$ cat config.mk
export PLATFORM = sky130hd
export DESIGN_NAME = cmd_fifo_sync
export DESIGN_NICKNAME = d
export VERILOG_FILES = /design/src/rtl/cmd_fifo_sync.sv
export SDC_FILE = /design/constraint.sdc
export NUM_CORES = 2
export LEC_CHECK = 0
export ABC_AREA = 1
export CORE_ASPECT_RATIO = 1.5
export CORE_MARGIN = 3
export CORE_UTILIZATION = 50
export CTS_CLUSTER_SIZE = 10
export DETAILED_ROUTE_END_ITERATION = 8
export HOLD_SLACK_MARGIN = 0.02
export MAX_ROUTING_LAYER = met4
export PLACE_DENSITY = 0.77
export SKIP_LAST_GASP = 1
export SLEW_MARGIN = 10
export SYNTH_ARGS = -nofsm -noshare
export SYNTH_HDL_FRONTEND = slang
export SYNTH_SLANG_ARGS = --single-unit
$ cat constraint.sdc
create_clock -name clk -period 13.4 [get_ports clk]
set_input_delay 2.68 -clock clk [delete_from_list [all_inputs] [get_ports clk]]
set_output_delay 2.68 -clock clk [all_outputs]
set_load 0.03 [all_outputs]
$ cat src/rtl/cmd_fifo_sync.sv
// ---------------------------------------------------------------------------
// cmd_fifo_sync
//
// Single-clock command queue between the memory-controller front end and the
// DDR command scheduler. Each entry holds one command (type, address, burst
// count, write data, write byte mask). Storage is an inferred circular buffer
// with first-word-fall-through output, a registered occupancy level and an
// almost-full flag for upstream throttling.
//
// Parameters:
//   ADDR_W       command address width
//   BURST_W      burst count width
//   DATA_W       write data width (multiple of 8), mask width is DATA_W/8
//   DEPTH        number of entries (power of two, >= 2)
//   AFULL_THRESH level at or above which io_push_afull asserts (1..DEPTH)
//
// Ports:
//   clk, rstn               clock (rising edge), async active-low reset
//   io_push_valid/ready     producer handshake, push on valid && ready
//   io_push_cmd_type/addr/burst_cnt/wt_data/wt_mask   command to enqueue
//   io_push_afull           level >= AFULL_THRESH
//   io_pop_valid/ready      consumer handshake, pop on valid && ready
//   io_pop_cmd_type/addr/burst_cnt/wt_data/wt_mask    head command (0 if empty)
//   io_level                current entry count, 0..DEPTH
//
// Optional statistics (macro CMD_FIFO_SYNC_STAT_EN):
//   io_stat_clr             synchronous clear of both statistics
//   io_max_level            high-water mark of io_level
//   io_stall_cnt            saturating count of cycles with a refused push
// ---------------------------------------------------------------------------
module cmd_fifo_sync #(
  parameter int ADDR_W       = 27,
  parameter int BURST_W      = 6,
  parameter int DATA_W       = 128,
  parameter int DEPTH        = 16,
  parameter int AFULL_THRESH = 12,
  localparam int MASK_W      = DATA_W / 8,
  localparam int LVL_W       = $clog2(DEPTH) + 1
) (
  input  logic               clk,
  input  logic               rstn,
  input  logic               io_push_valid,
  output logic               io_push_ready,
  input  logic               io_push_cmd_type,
  input  logic [ADDR_W-1:0]  io_push_addr,
  input  logic [BURST_W-1:0] io_push_burst_cnt,
  input  logic [DATA_W-1:0]  io_push_wt_data,
  input  logic [MASK_W-1:0]  io_push_wt_mask,
  output logic               io_push_afull,
  input  logic               io_pop_valid,
  output logic               io_pop_ready,
  output logic               io_pop_cmd_type,
  output logic [ADDR_W-1:0]  io_pop_addr,
  output logic [BURST_W-1:0] io_pop_burst_cnt,
  output logic [DATA_W-1:0]  io_pop_wt_data,
  output logic [MASK_W-1:0]  io_pop_wt_mask,
  output logic [LVL_W-1:0]   io_level
`ifdef CMD_FIFO_SYNC_STAT_EN
  ,
  input  logic               io_stat_clr,
  output logic [LVL_W-1:0]   io_max_level,
  output logic [15:0]        io_stall_cnt
`endif
);

  localparam int IDX_W   = $clog2(DEPTH);
  localparam int PTR_W   = IDX_W + 1;
  localparam int ENTRY_W = 1 + ADDR_W + BURST_W + DATA_W + MASK_W;

  localparam logic [PTR_W-1:0] PTR_ONE   = PTR_W'(1);
  localparam logic [LVL_W-1:0] LVL_ONE   = LVL_W'(1);
  localparam logic [LVL_W-1:0] AFULL_LVL = LVL_W'(AFULL_THRESH);

  logic [ENTRY_W-1:0] mem_q [DEPTH];

  logic [PTR_W-1:0]   wr_ptr_q, wr_ptr_d;
  logic [PTR_W-1:0]   rd_ptr_q, rd_ptr_d;
  logic [LVL_W-1:0]   level_q, level_d;

  logic               full;
  logic               empty;
  logic               push_fire;
  logic               pop_fire;
  logic [ENTRY_W-1:0] push_entry;
  logic [ENTRY_W-1:0] head_entry;

  // Pointers carry one extra wrap bit: equal indices with differing wrap bits
  // means the writer has lapped the reader exactly once.
  assign full  = (wr_ptr_q[IDX_W] != rd_ptr_q[IDX_W]) &&
                 (wr_ptr_q[IDX_W-1:0] == rd_ptr_q[IDX_W-1:0]);
  assign empty = (wr_ptr_q == rd_ptr_q);

  // Gating with rstn keeps both handshakes low while reset is held.
  assign io_push_ready = rstn && !full;
  assign io_pop_ready  = rstn && !empty;

  assign push_fire = io_push_valid && io_push_ready;
  assign pop_fire  = io_pop_valid && io_pop_ready;

  assign io_push_afull = (level_q >= AFULL_LVL);
  assign io_level      = level_q;

  assign push_entry = {io_push_cmd_type, io_push_addr, io_push_burst_cnt,
                       io_push_wt_data, io_push_wt_mask};

  // Head is presented combinationally from storage; forced to zero when empty
  // so stale memory contents never leak onto the pop fields.
  assign head_entry = io_pop_ready ? mem_q[rd_ptr_q[IDX_W-1:0]] : '0;

  assign {io_pop_cmd_type, io_pop_addr, io_pop_burst_cnt,
          io_pop_wt_data, io_pop_wt_mask} = head_entry;

  // Next-state for pointers and level. A push into a full queue is already
  // blocked by io_push_ready, so a simultaneous pop there only decrements.
  always_comb begin
    wr_ptr_d = wr_ptr_q;
    rd_ptr_d = rd_ptr_q;
    level_d  = level_q;
    if (push_fire) wr_ptr_d = wr_ptr_q + PTR_ONE;
    if (pop_fire)  rd_ptr_d = rd_ptr_q + PTR_ONE;
    case ({push_fire, pop_fire})
      2'b10:   level_d = level_q + LVL_ONE;
      2'b01:   level_d = level_q - LVL_ONE;
      default: level_d = level_q;
    endcase
  end

  always_ff @(posedge clk or negedge rstn) begin
    if (!rstn) begin
      wr_ptr_q <= '0;
      rd_ptr_q <= '0;
      level_q  <= '0;
    end else begin
      wr_ptr_q <= wr_ptr_d;
      rd_ptr_q <= rd_ptr_d;
      level_q  <= level_d;
    end
  end

  // Storage has no reset; validity is tracked purely by the pointers.
  always_ff @(posedge clk) begin
    if (push_fire) mem_q[wr_ptr_q[IDX_W-1:0]] <= push_entry;
  end

`ifdef CMD_FIFO_SYNC_STAT_EN
  logic [LVL_W-1:0] max_level_q, max_level_d;
  logic [15:0]      stall_cnt_q, stall_cnt_d;

  // High-water mark follows the level being loaded this cycle so it never
  // trails io_level. Clear takes priority over any update.
  always_comb begin
    max_level_d = max_level_q;
    stall_cnt_d = stall_cnt_q;
    if (io_stat_clr) begin
      max_level_d = '0;
      stall_cnt_d = '0;
    end else begin
      if (level_d > max_level_q) max_level_d = level_d;
      if (io_push_valid && !io_push_ready && (stall_cnt_q != 16'hFFFF))
        stall_cnt_d = stall_cnt_q + 16'd1;
    end
  end

  always_ff @(posedge clk or negedge rstn) begin
    if (!rstn) begin
      max_level_q <= '0;
      stall_cnt_q <= '0;
    end else begin
      max_level_q <= max_level_d;
      stall_cnt_q <= stall_cnt_d;
    end
  end

  assign io_max_level = max_level_q;
  assign io_stall_cnt = stall_cnt_q;
`endif

endmodule

==> out/results.tsv <==
metric	value	unit
finalHoldViolCount	0	
endpoint_kind	primary output	
avgSynthCellArea	11.8	sq um
cts_num_sinks	2863	
leakage	47.3	nW
grt-ovfl-total	0	
worst_slew_margin_rel	4.57	%
kind_of_start_point_of_the_critical_path	register	
synth_nets	10000	
hold_end	rd_ptr_q[4]	
starting_drc_count_in_detailed_routing	9702	
finish.net_count	10300	
fp.dieArea	238000	sq um
min_delay_path_depth	2	
worst_path_max_delay_cell	sky130_fd_sc_hd__buf_4	
flow.area_growth_from_synthesis	12.3	%
synth-seq-cells	2863	
final_core_util	56.7	%
antenna_left	0	
maxCapViolations	0	
crit_chain	buf_4 > buf_4 > buf_4 > buf_4 > nand3_1 > nand2_1 > nand2_1 > nand2_1 > clkinv_1 > nand2_1 > nor2_1 > clkdlybuf4s50_1	
post_cts_buffers	0	
insertion_delay	0.84	ns
detailroute.via_count	76900	
drt-vias-per-instance	5.83	
grt_max_degree	233	
globalplace.congestion	0.785	
grt_pass1_vias	76000	
postCtsResizedCells	0	
power-per-cell-area	207	nW/um^2
regToRegStartpoint	rd_ptr_q[2]	
tritoncts	yes	
max-vdd-ir-drop	0.221	mV
global_route.usage.total	26.4	%
ctsLongestPathBuffers	4	
synth-seq-area-share	74.1	%
dr.pass1.iters	8	
ys_types	28	
timing.reg2reg.setup_slack	7.20	ns
status	completed	
worstMarginPinSlew	1.43	ns
finalCriticalPeriod	9.03	ns
setup-tns-final	0	ns
cp_data_arrival_time	6.35	ns
wirelength	310	mm
critPathRequiredTime	10.72	ns
final-setup-viol-count	0	
mappedNetlistArea	116000	sq um
pre_cts_ws	4.93	ns
ios	368	
ctsHtreeMaxLevel	5	
finalCritPeriodShare	67.4	%
buffer_ports.inserted	367	
worstHoldPathType	reg2reg	
wp_buf_inv	6	
timing_worst_setup_path_type	reg2out	
crit_path_max_incr_delay	0.93	ns
path_clk_slew	0.05	ns
synthesis.yosys.warnings	0	
setup_slack_after_layout	4.37	ns
r2r-end	mem_q[12][131]	
grt_first_pass_wirelength	461	mm
ctsHoldBuffers	0	
worst-path-max-fanout	84	
max_clock_freq	111	MHz
post_synth_inst_count	9857	
cts_made_buffers	330	
number_of_antenna_violations_at_the_first_check_in_global_routing	45	
rsz_0062_raised_after_global_routing	no	
start_util	50.5	%
final_layout_size_suffix_gt1_share	4.90	%
cts-root-buf	sky130_fd_sc_hd__clkbuf_16	
critPathTopFamily	buffers and inverters	
dp_hpwl	152	mm
final-max-slew-violation-count	0	
num_rows	215	
core-area	230000	sq um
die_width	399	um
ff2ff_path_depth	9	
post_route_drc_violation_count	0	
worst_hold_startpoint	rd_ptr_q[4]	
detail_route.wl_per_cell	23.5	um
floorplan.die.height	596	um
finClkSkew	0.0548	ns
power breakdown:
part           total, mW  leakage (nW)  switching [mW]  internal (mW)
logic               8.88          17.2            6.39           2.48
registers           10.4          25.8           0.173           10.2
clock network       7.72          4.30            3.28           4.44
stage by stage:
step           cell area, sq um  hold slack [ns]  power [mW]  cells
2_1_floorplan            116000            0.496        16.6   9857
3_3_place_gp             121000            0.523        19.1  12800
3_5_place_dp             121000            0.551        19.3  12800
4_1_cts                  130000            0.568        27.0  13200
5_1_grt                  130000            0.588        28.2  13200
6_report                 130000            0.569        27.0  13200
Yosys cell counts:
cell / instances / area share [%]
sky130_fd_sc_hd__a21o_1: 1 / 0.0065
sky130_fd_sc_hd__buf_1: 32 / 0.10
sky130_fd_sc_hd__buf_2: 367 / 1.6
sky130_fd_sc_hd__buf_4: 100 / 0.65
sky130_fd_sc_hd__buf_6: 28 / 0.27
sky130_fd_sc_hd__buf_8: 11 / 0.14
sky130_fd_sc_hd__clkbuf_1: 59 / 0.19
sky130_fd_sc_hd__clkinv_1: 80 / 0.26
sky130_fd_sc_hd__dfrtp_1: 15 / 0.32
sky130_fd_sc_hd__edfxtp_1: 2848 / 74
sky130_fd_sc_hd__ha_1: 8 / 0.086
sky130_fd_sc_hd__inv_1: 116 / 0.38
sky130_fd_sc_hd__inv_2: 4 / 0.013
sky130_fd_sc_hd__inv_4: 1 / 0.0054
sky130_fd_sc_hd__nand2_1: 3987 / 13
sky130_fd_sc_hd__nand2_4: 1 / 0.0097
sky130_fd_sc_hd__nand3_1: 1968 / 8.5
sky130_fd_sc_hd__nand3_2: 2 / 0.017
sky130_fd_sc_hd__nand3b_1: 1 / 0.0065
sky130_fd_sc_hd__nand4_1: 10 / 0.054
sky130_fd_sc_hd__nor2_1: 203 / 0.66
sky130_fd_sc_hd__nor2_2: 2 / 0.011
sky130_fd_sc_hd__nor2_4: 1 / 0.0097
sky130_fd_sc_hd__o21ai_0: 2 / 0.0086
sky130_fd_sc_hd__o21bai_1: 1 / 0.0065
sky130_fd_sc_hd__o22ai_1: 1 / 0.0054
sky130_fd_sc_hd__xnor2_1: 3 / 0.023
sky130_fd_sc_hd__xor2_1: 5 / 0.038
registers in the layout, summed over array words and instances, names as in the netlist:
| signal | count |
|---|---|
| rd_ptr_q | 5 |
| mem_q | 2848 |
| io_level | 5 |
| wr_ptr_q | 5 |
worst max path at each step:
stage / endpoint / slack, ns / cells after the start / startpoint
floorplan: mem_q[10][0] / 2.31 / 3 / io_push_valid
global placement: io_pop_addr[14] / 5.08 / 6 / rstn
detailed placement: io_pop_addr[10] / 4.93 / 6 / rstn
CTS: io_pop_wt_data[87] / 4.39 / 12 / rd_ptr_q[1]
global route: io_pop_wt_data[110] / 4.11 / 12 / rd_ptr_q[1]
finish: io_pop_wt_data[87] / 4.37 / 12 / rd_ptr_q[1]
metal layers:
layer,wire length [um],track usage [%],vias up
met5,0,-,-
met4,10100,9.56,0
met3,32000,4.62,744
met2,152000,42.9,4275
met1,116000,33.3,37600
li1,-,-,34300
cells by family after synthesis:
group           after synthesis  share of synthesized area, %
buf+inv                     798                          3.59
flops                      2863                          74.1
compound gates                5                        0.0270
simple gates               6175                          22.2
xor+xnor                      8                        0.0604
fa+ha+maj                     8                        0.0863
cell usage in the layout (no fill, tap or decap), types with 8 or more instances in the layout:
cell	Yosys	layout
sky130_fd_sc_hd__buf_4	100	93
sky130_fd_sc_hd__clkinv_1	80	88
sky130_fd_sc_hd__clkbuf_16	0	333
sky130_fd_sc_hd__ha_1	8	8
sky130_fd_sc_hd__nand4_1	10	10
sky130_fd_sc_hd__nor2_1	203	187
sky130_fd_sc_hd__nor2_4	1	18
sky130_fd_sc_hd__buf_12	0	19
sky130_fd_sc_hd__inv_1	116	116
sky130_fd_sc_hd__clkdlybuf4s50_1	0	367
sky130_fd_sc_hd__dfrtp_1	15	12
sky130_fd_sc_hd__nand3_1	1968	1967
sky130_fd_sc_hd__nand2_1	3987	3987
sky130_fd_sc_hd__diode_2	0	40
sky130_fd_sc_hd__edfxtp_1	2848	2848
sky130_fd_sc_hd__clkbuf_1	59	20
area by class of cell:
| class | count | area (sq um) |
|---|---|---|
| Clock inverter | 27 | 382 |
| Fill cell | 17800 | 99500 |
| Inverter | 201 | 801 |
| Sequential cell | 2863 | 85900 |
| Antenna cell | 40 | 100 |
| Timing Repair Buffer | 480 | 4780 |
| Tap cell | 3038 | 3800 |
| Multi-Input combinational cell | 6196 | 26000 |
| Clock buffer | 353 | 8410 |
worst min-delay path, stage by stage (launching register included):
cell and delay (ns):
sky130_fd_sc_hd__dfrtp_1 0.41, sky130_fd_sc_hd__nand2_1 0.07, sky130_fd_sc_hd__nand2_1 0.06
Note: power is estimated with default switching activity, not from simulation.
